--- config.mk ---
export PLATFORM = sky130hd
export DESIGN_NAME = reg_writeback_arbiter
export DESIGN_NICKNAME = d
export VERILOG_FILES = /design/src/rtl/cpu_pkg.sv /design/src/rtl/wb_fifo.sv /design/src/rtl/reg_writeback_arbiter.sv
export SDC_FILE = /design/constraint.sdc
export NUM_CORES = 1
export LEC_CHECK = 0
export BUFFER_PORTS_ARGS = -buffer_cell sky130_fd_sc_hd__buf_2
export CAP_MARGIN = 30
export CORE_MARGIN = 2
export CORE_UTILIZATION = 55
export DETAILED_ROUTE_END_ITERATION = 6
export GPL_ROUTABILITY_DRIVEN = 0
export HOLD_SLACK_MARGIN = 0.1
export PLACE_DENSITY = 0.78
export SLEW_MARGIN = 25
export SYNTH_ARGS = -nofsm -noshare
export SYNTH_HDL_FRONTEND = slang
export SYNTH_SLANG_ARGS = --single-unit
--- constraint.sdc ---
create_clock -name clk -period 12.9 [get_ports clk]
set_input_delay 1.935 -clock clk [delete_from_list [all_inputs] [get_ports clk]]
set_output_delay 1.935 -clock clk [all_outputs]
set_load 0.1 [all_outputs]
--- src/rtl/cpu_pkg.sv ---
// Shared CPU definitions: register-file geometry and the writeback entry format.
package cpu_pkg;

  localparam int REG_ADDR_W = 5;
  localparam int NUM_REGS   = 32;
  localparam logic [REG_ADDR_W-1:0] REG_ZERO = 5'd0;

  // Result width carried by buffered writeback entries; matches the datapath width.
  localparam int WB_DATA_W = 32;

  typedef struct packed {
    logic [REG_ADDR_W-1:0] addr;
    logic [WB_DATA_W-1:0]  data;
  } wb_entry_t;

endpackage

--- src/rtl/wb_fifo.sv ---
// Small synchronous FIFO of writeback entries for long-latency results.
module wb_fifo
  import cpu_pkg::*;
#(
  parameter int FIFO_DEPTH = 4,
  localparam int PTR_W = $clog2(FIFO_DEPTH),
  localparam int CNT_W = PTR_W + 1
) (
  input  logic             clk,
  input  logic             rst,
  input  logic             push,
  input  wb_entry_t        push_entry,
  input  logic             pop,
  output wb_entry_t        head,
  output logic [CNT_W-1:0] count,
  output logic             empty
);

  wb_entry_t        mem_q [FIFO_DEPTH];
  wb_entry_t        mem_d [FIFO_DEPTH];
  logic [PTR_W-1:0] wr_ptr_q, wr_ptr_d;
  logic [PTR_W-1:0] rd_ptr_q, rd_ptr_d;
  logic [CNT_W-1:0] count_q, count_d;

  assign head  = mem_q[rd_ptr_q];
  assign count = count_q;
  assign empty = (count_q == '0);

  // Next-state for storage, pointers and occupancy; pointers wrap naturally since depth is a power of two.
  always_comb begin
    mem_d    = mem_q;
    wr_ptr_d = wr_ptr_q;
    rd_ptr_d = rd_ptr_q;
    count_d  = count_q;
    if (push) begin
      mem_d[wr_ptr_q] = push_entry;
      wr_ptr_d        = wr_ptr_q + PTR_W'(1);
    end
    if (pop) begin
      rd_ptr_d = rd_ptr_q + PTR_W'(1);
    end
    case ({push, pop})
      2'b10:   count_d = count_q + CNT_W'(1);
      2'b01:   count_d = count_q - CNT_W'(1);
      default: count_d = count_q;
    endcase
  end

  // State register; reset empties the FIFO and discards any buffered results.
  always_ff @(posedge clk or posedge rst) begin
    if (rst) begin
      for (int i = 0; i < FIFO_DEPTH; i++) begin
        mem_q[i] <= '0;
      end
      wr_ptr_q <= '0;
      rd_ptr_q <= '0;
      count_q  <= '0;
    end else begin
      mem_q    <= mem_d;
      wr_ptr_q <= wr_ptr_d;
      rd_ptr_q <= rd_ptr_d;
      count_q  <= count_d;
    end
  end

endmodule

--- src/rtl/reg_writeback_arbiter.sv ---
// Merges ALU and buffered long-latency results onto the single register-file write port,
// and tracks registers still waiting on a long-latency writeback.
module reg_writeback_arbiter
  import cpu_pkg::*;
#(
  parameter int bit_size   = 32,
  parameter int FIFO_DEPTH = 4
) (
  input  logic                        clk,
  input  logic                        rst,
  input  logic                        alu_we,
  input  logic [4:0]                  alu_addr,
  input  logic [bit_size-1:0]         alu_data,
  input  logic                        lt_valid,
  output logic                        lt_ready,
  input  logic [4:0]                  lt_addr,
  input  logic [bit_size-1:0]         lt_data,
  input  logic                        issue_lt,
  input  logic [4:0]                  issue_addr,
  output logic                        RegWrite,
  output logic [4:0]                  Write_addr,
  output logic [bit_size-1:0]         Write_data,
  output logic [31:0]                 pending_mask,
  output logic [$clog2(FIFO_DEPTH):0] fifo_count,
  output logic                        err
);

  localparam int CNT_W = $clog2(FIFO_DEPTH) + 1;

  logic                  reg_write_q, reg_write_d;
  logic [4:0]            write_addr_q, write_addr_d;
  logic [bit_size-1:0]   write_data_q, write_data_d;
  logic [NUM_REGS-1:0]   pending_q, pending_d;
  logic                  err_q, err_d;

  logic                  alu_valid;
  logic                  fifo_push;
  logic                  fifo_pop;
  logic                  fifo_empty;
  logic                  waw_hazard;
  logic                  alu_hazard;
  wb_entry_t             push_entry;
  wb_entry_t             head;

  // Register 0 is hardwired, so writes to it are dropped on both paths.
  assign alu_valid  = alu_we && (alu_addr != REG_ZERO);
  assign lt_ready   = (fifo_count != CNT_W'(FIFO_DEPTH));
  assign fifo_push  = lt_valid && lt_ready && (lt_addr != REG_ZERO);
  assign fifo_pop   = !alu_valid && !fifo_empty;
  assign push_entry = '{addr: lt_addr, data: lt_data};

  wb_fifo #(
    .FIFO_DEPTH (FIFO_DEPTH)
  ) u_fifo (
    .clk        (clk),
    .rst        (rst),
    .push       (fifo_push),
    .push_entry (push_entry),
    .pop        (fifo_pop),
    .head       (head),
    .count      (fifo_count),
    .empty      (fifo_empty)
  );

  // Pick the write source (ALU first, then FIFO head), update the scoreboard and the sticky error.
  always_comb begin
    reg_write_d  = 1'b0;
    write_addr_d = write_addr_q;
    write_data_d = write_data_q;
    if (alu_valid) begin
      reg_write_d  = 1'b1;
      write_addr_d = alu_addr;
      write_data_d = alu_data;
    end else if (fifo_pop) begin
      reg_write_d  = 1'b1;
      write_addr_d = head.addr;
      write_data_d = head.data;
    end

    waw_hazard = issue_lt && (issue_addr != REG_ZERO) && pending_q[issue_addr]
                 && !(fifo_pop && (head.addr == issue_addr));
    alu_hazard = alu_valid && pending_q[alu_addr];
    err_d      = err_q || waw_hazard || alu_hazard;

    pending_d = pending_q;
    if (fifo_pop) begin
      pending_d[head.addr] = 1'b0;
    end
    if (issue_lt && (issue_addr != REG_ZERO)) begin
      pending_d[issue_addr] = 1'b1;
    end
    pending_d[0] = 1'b0;
  end

  // Registered write port, scoreboard and error flag.
  always_ff @(posedge clk or posedge rst) begin
    if (rst) begin
      reg_write_q  <= 1'b0;
      write_addr_q <= '0;
      write_data_q <= '0;
      pending_q    <= '0;
      err_q        <= 1'b0;
    end else begin
      reg_write_q  <= reg_write_d;
      write_addr_q <= write_addr_d;
      write_data_q <= write_data_d;
      pending_q    <= pending_d;
      err_q        <= err_d;
    end
  end

  assign RegWrite     = reg_write_q;
  assign Write_addr   = write_addr_q;
  assign Write_data   = write_data_q;
  assign pending_mask = pending_q;
  assign err          = err_q;

endmodule

==> qor.csv <==
stage,metric,value,unit
setup_path,critPathLaunchType,primary input,
layout,nets,992,
placed_design,port-buffer-count,157,
timing,slew_viol_final,0,
setup_path,crit_slowest_cell,or4_4,
timing,tightest_slew,0.771,ns
timing,hold_viol,0,
flow_run,maxCapViolations,0,
synth,ys_seq_elements,225,
setup_path,ff2ff_setup_slack,10.20,ns
min_path,min_to,u_fifo.mem_q[68],
setup_path,arrival,4.70,ns
setup_path,worst_setup_path_end_kind,register,
grt,grt_max_degree,87,
die,die_width,141,um
clock_network,clkTransAtPathRegs,0.06,ns
drt,wl_per_cell,20.1,um
die,ioPinCount,159,
grt,first_global_vias,7168,
synth,syn_area,0.0104,mm2
setup_path,cp_max_fo,71,
synth,syn_area_per_cell,13.8,um2
setup_path,cpMostUsedCell,xor2_1,
drt,drt_wl_total,23200,um
grt,use_met3,4.76,%
grt,gr-total-overflow,0,
synth,synth.distinct_cells,44,
drt,postRouteAntennaNets,0,
die,dieArea,0.0200,mm2
timing,relSlewSlack,48.6,%
drt,vias_per_cell,5.91,
clock_network,cts_resized,0,
setup_path,required,13.33,ns
clock_network,cts_root_buf,clkbuf_16,
grt,busiest_layer,met2,
synth,syn-instance-count,753,
die,die_height,141,um
setup_path,crit_path_cell_trace,"buf_2, or4_4, o21a_2, buf_4, nor2_2, ha_1, inv_1, fa_1, xor2_1, nor2_1, xor2_1",
setup_path,worst_path_dominant_cell_family,simple AND/OR/NAND/NOR gates,
min_path,hold_start,u_fifo.mem_q[68],
grt,antenna_found_initial,0,
placed_design,hpwl,14900,um
timing,clock-skew-final,0.0172,ns
grt,grt.total_usage,23.5,%
timing,clock.fmax,234,MHz
timing,rsz0062_at_grt,no,
synth,ys_seq_area_share,54.3,%
clock_network,hold_buffers,0,
setup_path,rr_startpoint,u_fifo.rd_ptr_q[1],
setup_path,worst-r2r-cell-count,5,
synth,async_reset_ff_share,100,%
drt,num_vias,6819,
clock_network,post_cts_buffers,0,
clock_network,numCtsBuffers,24,
clock_network,cts_max_path_buffers,3,
grt,met1_usage,31.8,%
clock_network,clkLatencyLatePin,0.51,ns
timing,setup_viol,0,
drt,firstDrtPassIters,5,
clock_network,numClockSinks,225,
synth,ys.flop_type,dfrtp_1,
die,num_rows,50,
timing,period_share,33.1,%
setup_path,path_buf_inv,3,
synth,syn_nets,843,
drt,drc,0,
setup_path,slowest_delay,0.56,ns
synth,synth_edf_count,0,
synth,ys_warn_count,0,
grt,grt_pass1_wl,37500,um
clock_network,tritoncts,built,
run_status,status,"complete, no violations",
die,initial_core_util,55.8,%
grt,grt_use_met2,40.0,%
die,coreArea,0.0186,mm2
setup_path,critPathKind,in2reg,
timing,final.min_clock_period,4.27,ns
drt,first_iter_violations,529,
clock_network,htree_levels,1,
layout,area.growth.synth_to_final,17.8,%
setup_path,r2r_end,pending_mask[12],
timing,finalSetupTns,0,ns
min_path,hold_class,reg2reg,
layout,drive_above_1_share,44.7,%
min_path,hold_depth,1,
-- sequential cells by signal, summed over array words and instances (netlist names) --
signal,count
u_fifo.mem_q,148
Write_data,32
pending_mask,31
Write_addr,5
u_fifo.count,3
u_fifo.rd_ptr_q,2
u_fifo.wr_ptr_q,2
RegWrite,1
err,1
-- worst max-delay path by stage --
stage                            endpoint        start  slack, ns  cells past startpoint
final                     u_fifo.count[2]  alu_addr[0]       8.63                     11
after global routing      u_fifo.count[2]  alu_addr[0]       8.41                     11
after CTS                 u_fifo.count[2]  alu_addr[0]       8.62                     11
after detailed placement  u_fifo.count[2]  alu_addr[0]       8.10                     11
after global placement    u_fifo.count[2]  alu_addr[0]       8.20                     11
after floorplan                  RegWrite          rst       4.80                      1
-- layer usage --
| layer | routed length (um) | vias to the layer above |
|---|---|---|
| met3 | 1480 | 30 |
| met2 | 11600 | 236 |
| met1 | 9800 | 3488 |
| li1 | - | 3065 |
| met4 | 298 | 0 |
| met5 | 0 | - |
-- metrics by stage --
stage | hold WS, ns | area, um2 | cells | setup slack [ns] | utilization, %
3_5_place_dp | 0.487 | 11400 | 1109 | 8.10 | 61.4
3_3_place_gp | 0.481 | 11300 | 1105 | 8.20 | 60.8
6_report | 0.497 | 12200 | 1153 | 8.63 | 65.7
2_1_floorplan | 0.474 | 10400 | 753 | 4.80 | -
5_1_grt | 0.510 | 12200 | 1152 | 8.41 | 65.7
4_1_cts | 0.500 | 12200 | 1151 | 8.62 | 65.5
-- synth_stat cells (2+ instances only) --
library cell / count / area (um2)
buf_1: 2 / 7.51
buf_2: 9 / 45.0
buf_4: 2 / 15.0
buf_6: 2 / 22.5
clkbuf_1: 29 / 109
dfrtp_1: 225 / 5630
ha_1: 5 / 62.6
inv_1: 8 / 30.0
mux2_2: 150 / 1690
mux2i_1: 50 / 500
mux4_2: 47 / 1060
nand2_1: 52 / 195
nand3_1: 8 / 40.0
nand3b_1: 8 / 60.1
nor2_1: 7 / 26.3
nor2b_1: 2 / 12.5
nor3_1: 5 / 25.0
o21ai_0: 91 / 455
o21ai_1: 14 / 70.1
o22ai_1: 2 / 12.5
or3_1: 2 / 12.5
or4_4: 2 / 22.5
xnor2_1: 4 / 35.0
xor2_1: 7 / 61.3
-- logic make-up after synthesis --
| group | share of synthesized area, % |
|---|---|
| mux | 31.3 |
| flops | 54.3 |
| xor+xnor | 0.930 |
| buf+inv | 2.21 |
| compound gates | 5.94 |
| other cells | 0.0362 |
| simple gates | 4.41 |
| fa+ha+maj | 0.797 |
-- area by class of cell --
cell class                 instances  area, um2
multi-input combinational        476       4530
clock inverter                     2       35.0
fill                            1369       6370
timing repair buffer             167        946
sequential                       225       5630
clock buffer                      40        732
tap                              234        293
antenna                            1       2.50
inverter                           8       37.5
-- cell usage in the layout, fill, tap and decap left out, types with 2 or more instances in the layout --
master	synthesis	final
dfrtp_1	225	223
buf_2	9	157
mux2_2	150	150
o21ai_0	91	91
mux2i_1	50	50
nand2_1	52	48
mux4_2	47	47
clkbuf_16	0	25
o21ai_1	14	14
clkbuf_1	29	10
nand3_1	8	8
nand3b_1	8	8
nor2_1	7	7
inv_1	8	7
xor2_1	7	7
ha_1	5	5
clkbuf_8	0	5
buf_4	2	5
nor3_1	5	4
xnor2_1	4	4
buf_16	0	3
or4_4	2	2
nand2_2	0	2
nand2_4	0	2
nor2b_1	2	2
or3_1	2	2
o22ai_1	2	2
buf_12	0	2
dfrtp_2	0	2
Power is not shown: default switching activity piles up to over one toggle a cycle in this logic, so the estimate is an artifact.
